## config.mk

```make
export PLATFORM = sky130hd
export DESIGN_NAME = led_seq_ctrl
export DESIGN_NICKNAME = d
export VERILOG_FILES = /design/src/rtl/led_seq_pkg.sv /design/src/rtl/led_seq_prescaler.sv /design/src/rtl/led_seq_ctrl.sv
export SDC_FILE = /design/constraint.sdc
export NUM_CORES = 1
export LEC_CHECK = 0
export ABC_AREA = 1
export CORE_MARGIN = 1.5
export CORE_UTILIZATION = 50
export CTS_BUF_LIST = sky130_fd_sc_hd__clkbuf_8
export CTS_CLUSTER_SIZE = 25
export DETAILED_ROUTE_END_ITERATION = 8
export PLACE_DENSITY = 0.74
export SLEW_MARGIN = 5
export SYNTH_ARGS = -nofsm -noshare
export SYNTH_HDL_FRONTEND = slang
export SYNTH_HIERARCHICAL = 1
export SYNTH_SLANG_ARGS = --single-unit
```

## constraint.sdc

```tcl
create_clock -name CLK -period 3.2 [get_ports CLK]
set_input_delay 0.64 -clock CLK [delete_from_list [all_inputs] [get_ports CLK]]
set_output_delay 0.64 -clock CLK [all_outputs]
set_load 0.02 [all_outputs]
```

## src/rtl/led_seq_pkg.sv

```systemverilog
// led_seq_pkg: shared state encoding and default geometry for the LED pattern sequencer
package led_seq_pkg;
  typedef enum logic {IDLE, RUN} state_e;
  localparam int ADDR_W_DEF = 5;
  localparam int DATA_W_DEF = 5;
  localparam int DEPTH_DEF  = 21;
  localparam int DIV_W_DEF  = 24;
endpackage

```

## src/rtl/led_seq_prescaler.sv

```systemverilog
// led_seq_prescaler: loadable down-counter that flags tick while the count sits at zero
module led_seq_prescaler #(
  parameter int W = 24
) (
  input  logic         CLK,
  input  logic         resetn,
  input  logic         en,
  input  logic         load,
  input  logic         clear,
  input  logic [W-1:0] load_val,
  output logic         tick
);
  logic [W-1:0] cnt_q, cnt_d;
  always_comb begin
    cnt_d = clear ? '0 : load ? load_val : (en && cnt_q != '0) ? cnt_q - W'(1) : cnt_q;
    tick  = (cnt_q == '0);
  end
  always_ff @(posedge CLK or negedge resetn) begin
    if (!resetn) cnt_q <= '0;
    else         cnt_q <= cnt_d;
  end
endmodule

```

## src/rtl/led_seq_ctrl.sv

```systemverilog
// led_seq_ctrl: paces the pattern PC with a prescaler and drives a 1-cycle-latency pattern memory read port
module led_seq_ctrl
  import led_seq_pkg::*;
#(
  parameter int ADDR_W = ADDR_W_DEF,
  parameter int DATA_W = DATA_W_DEF,
  parameter int DEPTH  = DEPTH_DEF,
  parameter int DIV_W  = DIV_W_DEF
) (
  input  logic              CLK,
  input  logic              resetn,
  input  logic              start,
  input  logic              stop,
  input  logic              step,
  input  logic              oneshot,
  input  logic [ADDR_W-1:0] start_addr,
  input  logic [ADDR_W-1:0] end_addr,
  input  logic [DIV_W-1:0]  div,
  output logic [ADDR_W-1:0] mem_addr,
  output logic              mem_rd,
  input  logic [DATA_W-1:0] mem_rdata,
  output logic [DATA_W-1:0] leds,
  output logic              busy,
  output logic              done
);
  state_e            state_q, state_d;
  logic [ADDR_W-1:0] pc_q, pc_d, sa_q, sa_d, ea_q, ea_d, mem_addr_q, mem_addr_d, nxt;
  logic [DIV_W-1:0]  div_q, div_d, pre_val;
  logic [DATA_W-1:0] leds_q, leds_d;
  logic              os_q, os_d, mem_rd_q, mem_rd_d, rd_dly_q, busy_q, busy_d, done_q, done_d;
  logic              pre_load, pre_clear, tick;

  function automatic logic [ADDR_W-1:0] coerce(input logic [ADDR_W-1:0] a);
    return (int'(a) >= DEPTH) ? '0 : a;
  endfunction

  function automatic logic [ADDR_W-1:0] next_pc(input logic [ADDR_W-1:0] a);
    return (int'(a) == DEPTH - 1) ? '0 : a + ADDR_W'(1);
  endfunction

  led_seq_prescaler #(.W(DIV_W)) u_pre (
    .CLK      (CLK),
    .resetn   (resetn),
    .en       (state_q == RUN),
    .load     (pre_load),
    .clear    (pre_clear),
    .load_val (pre_val),
    .tick     (tick)
  );

  always_comb begin
    state_d    = state_q;
    pc_d       = pc_q;
    sa_d       = sa_q;
    ea_d       = ea_q;
    div_d      = div_q;
    os_d       = os_q;
    mem_addr_d = mem_addr_q;
    mem_rd_d   = 1'b0;
    done_d     = 1'b0;
    pre_load   = 1'b0;
    pre_clear  = 1'b0;
    pre_val    = div_q;
    nxt        = (pc_q == ea_q) ? sa_q : next_pc(pc_q);
    leds_d     = rd_dly_q ? mem_rdata : leds_q;
    if (stop) begin
      state_d   = IDLE;
      pre_clear = 1'b1;
    end else if (start) begin
      state_d    = RUN;
      sa_d       = coerce(start_addr);
      ea_d       = coerce(end_addr);
      div_d      = div;
      os_d       = oneshot;
      pc_d       = sa_d;
      mem_addr_d = sa_d;
      mem_rd_d   = 1'b1;
      pre_load   = 1'b1;
      pre_val    = div;
    end else if (state_q == RUN) begin
      if (tick && pc_q == ea_q && os_q) begin
        state_d = IDLE;
        done_d  = 1'b1;
      end else if (tick) begin
        pc_d       = nxt;
        mem_addr_d = nxt;
        mem_rd_d   = 1'b1;
        pre_load   = 1'b1;
      end
    end else if (step) begin
      pc_d       = next_pc(pc_q);
      mem_addr_d = pc_d;
      mem_rd_d   = 1'b1;
    end
    busy_d = (state_d == RUN);
  end

  // rd_dly_q marks the cycle in which the memory presents data for the previous strobe
  always_ff @(posedge CLK or negedge resetn) begin
    if (!resetn) begin
      state_q    <= IDLE;
      pc_q       <= '0;
      sa_q       <= '0;
      ea_q       <= '0;
      div_q      <= '0;
      os_q       <= 1'b0;
      mem_addr_q <= '0;
      mem_rd_q   <= 1'b0;
      rd_dly_q   <= 1'b0;
      leds_q     <= '0;
      busy_q     <= 1'b0;
      done_q     <= 1'b0;
    end else begin
      state_q    <= state_d;
      pc_q       <= pc_d;
      sa_q       <= sa_d;
      ea_q       <= ea_d;
      div_q      <= div_d;
      os_q       <= os_d;
      mem_addr_q <= mem_addr_d;
      mem_rd_q   <= mem_rd_d;
      rd_dly_q   <= mem_rd_q;
      leds_q     <= leds_d;
      busy_q     <= busy_d;
      done_q     <= done_d;
    end
  end

  assign mem_addr = mem_addr_q;
  assign mem_rd   = mem_rd_q;
  assign leds     = leds_q;
  assign busy     = busy_q;
  assign done     = done_q;
endmodule
```

; After elaboration in Yosys (flattened, before gate mapping)
; Index checks and enable logic that the tools add are counted.
[classes]
add_sub_neg = 2
order_cmp = 2
n_eq_ne = 4
n_mux = 32
n_bitwise = 1
reduce_logical = 9
[ops]
columns = op, count
row1 = 24-bit two-way mux, 5
row2 = 5-bit two-way mux, 9
row3 = 24-bit zero test, 1
row4 = 24-bit nonzero test, 1
row5 = "24-bit by 1-bit subtractor with 24-bit output, second input constant", 1
row6 = 1-bit two-way mux, 18
row7 = "5-bit >= comparator, second input constant", 2
row8 = 3-bit nonzero test, 2
row9 = "5-bit by 1-bit adder with 5-bit output, second input constant", 1
row10 = 5-bit equality test, 1
row11 = "5-bit equality test, second input constant", 1
row12 = 4-bit AND reduction, 1
row13 = 1-bit logical AND, 3
row14 = "3-bit by 2-bit inequality test with 1-bit output, second input constant", 1
row15 = "3-bit inequality test, second input constant", 1
row16 = 2-bit AND reduction, 1
row17 = 1-bit inverter, 1
[totals]
register_bits = 73
input_bits = 45
wordCells = 61

; Longest topological paths before layout
[depth]
word_depth = 9
ltp_mapped = 18
depth_no_buf = 16

; Cells and area by module
; The synthesis kept the hierarchy.
[modules_own_cells]
columns = module, instances, cells_each, area_per_inst_um2, seq_area_each_um2
row1 = led_seq_ctrl, 1, 270, 2250.9, 1226.2
row2 = led_seq_prescaler, 1, 314, 1906.8, 600.6

; Worst setup path after synthesis
; Ideal clock, no wire load.
[synth_path]
path_kind = reg-to-reg
startpoint = reg u_pre.cnt_q[12]
endpoint = reg u_pre.cnt_q[21]
setup_time_ns = 0.126
arrival_ns = 2.303
required_ns = 3.074
slack_ns = 0.771
stages_incl_launch_ff = 17
n_path_buf = 2
synth_period_minus_slack_ns = 2.429
path_cell_list = dfrtp_1 nor2_1 nand2_1 nor2_1 nand4_1 nor3_1 nand2_1 inv_1 nand2_1 nand3_1 o21ai_0 inv_1 clkbuf_1 clkbuf_1 nand2_1 nor2_1 o21ai_0
[synth_via]
elab_chain_cells = 9
word_cells_on_any_way = 15
cone_classes = add/sub: 1 / mux: 8 / reduce/logical: 6
[synth_rtl]
columns = element, line_no
row1 = start: declaration, led_seq_prescaler.sv:13  ; logic [W-1:0] cnt_q, cnt_d;
row2 = start signal: assignment, led_seq_prescaler.sv:20  ; else cnt_q <= cnt_d;
row3 = 24-bit zero test *, led_seq_prescaler.sv:16  ; tick = (cnt_q == '0);
row4 = net tick, led_seq_ctrl.sv:31  ; logic pre_load, pre_clear, tick;
row5 = 1-bit logical AND (2 in a row), led_seq_ctrl.sv:81  ; if (tick && pc_q == ea_q && os_q) begin
row6 = 1-bit two-way mux *, led_seq_ctrl.sv:81
row7 = 1-bit two-way mux *, led_seq_ctrl.sv:80  ; end else if (state_q == RUN) begin
row8 = 1-bit two-way mux *, led_seq_ctrl.sv:69  ; end else if (start) begin
row9 = 1-bit two-way mux *, led_seq_ctrl.sv:66  ; if (stop) begin
row10 = net pre_load, led_seq_ctrl.sv:31
row11 = 24-bit two-way mux (2 in a row), led_seq_prescaler.sv:15  ; cnt_d = clear ? '0 : load ? load_val : (en && cnt_q != '0) ? cnt_q - W'(1) : cnt_q;
; The timed path passes the listed nets; every way through them passes the cells marked *. The select of a mux whose other input is x is not followed.
; A chain may end at the register's enable or synchronous reset.

; Worst setup path in the final report
[layout_path]
startpoint = reg u_pre.cnt_q[12]
endpoint = reg u_pre.cnt_q[3]
; The elaborated chain is that of the path after synthesis.

==> flow_metrics.tcl <==
set metrics [dict create \
    crit_fanout 12 \
    cts_resized 0 \
    grt_usage_pct 24.5 \
    setup.worst_path.start_class "flip-flop" \
    cts.sink_count 73 \
    drive_gt1_share_pct 8.96 \
    reg2regPathDepth 16 \
    core_sq_um 8130 \
    grt_overflow_total 0 \
    finalSetupViolations 0 \
    netlist_top_cells_count "nand2_1, dfrtp_1, nor2_1, nand3_1, inv_1" \
    timing.fmax_mhz 348 \
    clk_latency_ps 350 \
    synth.most_common_cell "nand2_1" \
    r2r_end "u_pre/cnt_q[3]" \
    async_flop_share_pct 100 \
    crit_family "simple AND/OR/NAND/NOR gates" \
    grt_pass1_vias 3663 \
    clk_pin_slew_worst_paths_ps 80 \
    slew_viol_final 0 \
    leakagePower_nw 2.54 \
    min_period_over_period_pct 89.8 \
    areaGrowthSynthToFinish_pct 21.4 \
    switchingPower_w 0.00140 \
    cts_tree "yes" \
    cts_hold_buf 0 \
    finalNetCount 691 \
    routed_wl_microns 10100 \
    num_vias 3834 \
    synth_ff_type "dfrtp_1" \
    grt_max_degree 41 \
    slew_headroom_pct 46.0 \
    synthTopCellsByArea "dfrtp_1, nand2_1, nor2_1" \
    crit_buf_inv 3 \
    critical_path.cell_chain "nor2_1 > nand2_1 > nor2_1 > nand4_1 > nor3_1 > nand2_1 > inv_1 > nand2_1 > nand3_1 > o21ai_1 > inv_1 > buf_4 > nor2_1 > nor2_1 > o21ai_0 > o21ai_0" \
    final.setup.tns_ps 0 \
    crit_required_ps 3460 \
    crit_type "flip-flop to flip-flop" \
    std_cell_rows 33 \
    end_kind "flip-flop" \
    root_buffer "clkbuf_8" \
    reg2reg_slack_ps 330 \
    combPwrFrac_pct 39.8 \
    cpPeakStageDelay_ps 430 \
    synth_area_leader_cell "dfrtp_1" \
    yosysUniqueCellTypes 29 \
    clkPwrFrac_pct 24.2 \
    hold_class "input pin to async pin" \
    final_antenna_net_count 0 \
    htreeDepth 3 \
    gp_congestion 0.928 \
    ctsLongestPathBuffers 2 \
    syn_inst 584 \
    skew_ps 13.8 \
    drt-vias-per-instance 5.10 \
    power.internal_w 0.00203 \
    finalHoldViolCount 0 \
    synth-seq-cells 73 \
    dr.pass1.iters 4 \
    rsz0062_at_grt "no" \
    regToRegStartpoint "u_pre/cnt_q[12]" \
    first_iter_violations 234 \
    cp.arrival_ps 3130 \
    n_antenna_cell 0 \
    ir_drop_mv 0.288 \
    yosysSeqAreaShare_pct 43.9 \
    syn_avg_cell_area_sq_um 7.12 \
    dp_hpwl_microns 7220 \
    wl_per_cell_microns 13.4 \
    grt_pass1_wl_microns 16900 \
    die_area_sq_um 8870 \
    power.share.switching_pct 40.8 \
    antenna_found_initial 0 \
    power_w 0.00343 \
    power.density_nw_per_um2 679 \
    fin_crit_ps 2870 \
    io_buffer_count 57 \
    post_cts_buffers 0 \
    synth_edf_count 0 \
    ios 58 \
    outcome "complete, no violations" \
    cts_made_buffers 9 \
    synth_top_area_share_pct 43.9 \
    seqPwrFrac_pct 35.9 \
    drv_cap 0 \
    drc 0 \
    die_y_microns 94.2 \
    synth_nets 633 \
    path_common_cell "nor2_1" \
    start_util_pct 51.1 \
    cp_slowest_cell "dfrtp_1" \
    worstMarginPinSlew_ps 810 \
    synth.cell_area_sq_um 4160 \
    die_width_microns 94.2 \
    synth-warning-count 6 \
]
registers in the layout, summed over array words and instances, names as in the netlist:
signal,flops
busy,1
div_q,24
done,1
ea_q,5
leds,5
mem_addr,5
mem_rd,1
os_q,1
rd_dly_q,1
sa_q,5
u_pre/cnt_q,24
kinds of logic after synthesis:
family                     after synthesis  share of synthesized area [%]
xor gates and xnor gates                 8                           2.14
muxes                                    5                           1.35
buffers and inverters                   66                           6.86
and+or+nand+nor                        380                           38.5
DFF                                     73                           43.9
AOI/OAI and AO/OA                       48                           5.99
adders and majority gates                4                           1.20
placed cells by master, fill, tap and decap left out:
| cell type | count |
|---|---|
| a21boi_0 | 1 |
| a21oi_1 | 8 |
| a21oi_2 | 1 |
| buf_12 | 1 |
| buf_2 | 1 |
| buf_4 | 7 |
| bufinv_16 | 2 |
| clkbuf_8 | 9 |
| clkdlybuf4s50_1 | 56 |
| clkinv_2 | 2 |
| clkinvlp_4 | 1 |
| dfrtp_1 | 73 |
| ha_1 | 4 |
| inv_1 | 45 |
| inv_2 | 2 |
| inv_6 | 3 |
| mux2_2 | 5 |
| nand2_1 | 230 |
| nand2_2 | 4 |
| nand3_1 | 50 |
| nand3_2 | 4 |
| nand4_1 | 6 |
| nor2_1 | 67 |
| nor2_2 | 4 |
| nor2_4 | 4 |
| nor3_1 | 4 |
| o21a_1 | 1 |
| o21ai_0 | 20 |
| o21ai_1 | 17 |
| or2_2 | 7 |
| xnor2_1 | 5 |
| xnor2_4 | 1 |
| xor2_1 | 2 |
per-layer routing:
metal  up-vias  global-route usage [%]  wire length (microns)
met4         0                    7.34                     86
met1      1780                    33.5                   4660
li1       1944                       -                      -
met2       102                    39.9                   4790
met3         8                    3.96                    516
met5         -                       0                      0
per-stage QoR:
step / utilization (%) / worst slack, ps / cells / hold slack [ps] / instance area [sq um]
final: 62.0 / 326 / 752 / 373 / 5050
after detailed placement: 59.3 / 404 / 736 / 384 / 4820
after global placement: 59.3 / 444 / 736 / 365 / 4820
after floorplan: - / 771 / 584 / 344 / 4160
after CTS: 62.0 / 351 / 752 / 393 / 5050
after global routing: 62.0 / 29.1 / 752 / 409 / 5050
power groups by stage:
stage	Sequential [W]	Clock [W]	Combinational (W)
final	0.00123	0.000830	0.00136
after global routing	0.00125	0.000894	0.00155
after CTS	0.00123	0.000842	0.00136
after detailed placement	0.00125	0	0.00135
after global placement	0.00124	0	0.00133
after floorplan	0.00124	0	0.000970
worst max path at each step:
stage | startpoint | endpoint | slack, ps | cells past startpoint
3_3_place_gp | u_pre/cnt_q[12] | u_pre/cnt_q[3] | 440 | 16
6_report | u_pre/cnt_q[12] | u_pre/cnt_q[3] | 330 | 16
3_5_place_dp | u_pre/cnt_q[12] | u_pre/cnt_q[3] | 400 | 16
2_1_floorplan | u_pre/cnt_q[12] | u_pre/cnt_q[21] | 770 | 16
5_1_grt | u_pre/cnt_q[12] | u_pre/cnt_q[3] | 30 | 16
4_1_cts | u_pre/cnt_q[12] | u_pre/cnt_q[3] | 350 | 16
area by class of cell:
type                            count  area, sq um
Multi-Input combinational cell    445         2050
Clock buffer                        9          124
Timing Repair Buffer               65          638
Fill cell                         721         3090
Inverter                           48          181
Tap cell                          105          131
Clock inverter                      7         98.8
Sequential cell                    73         1830
Note: power is estimated with default switching activity, not from simulation.
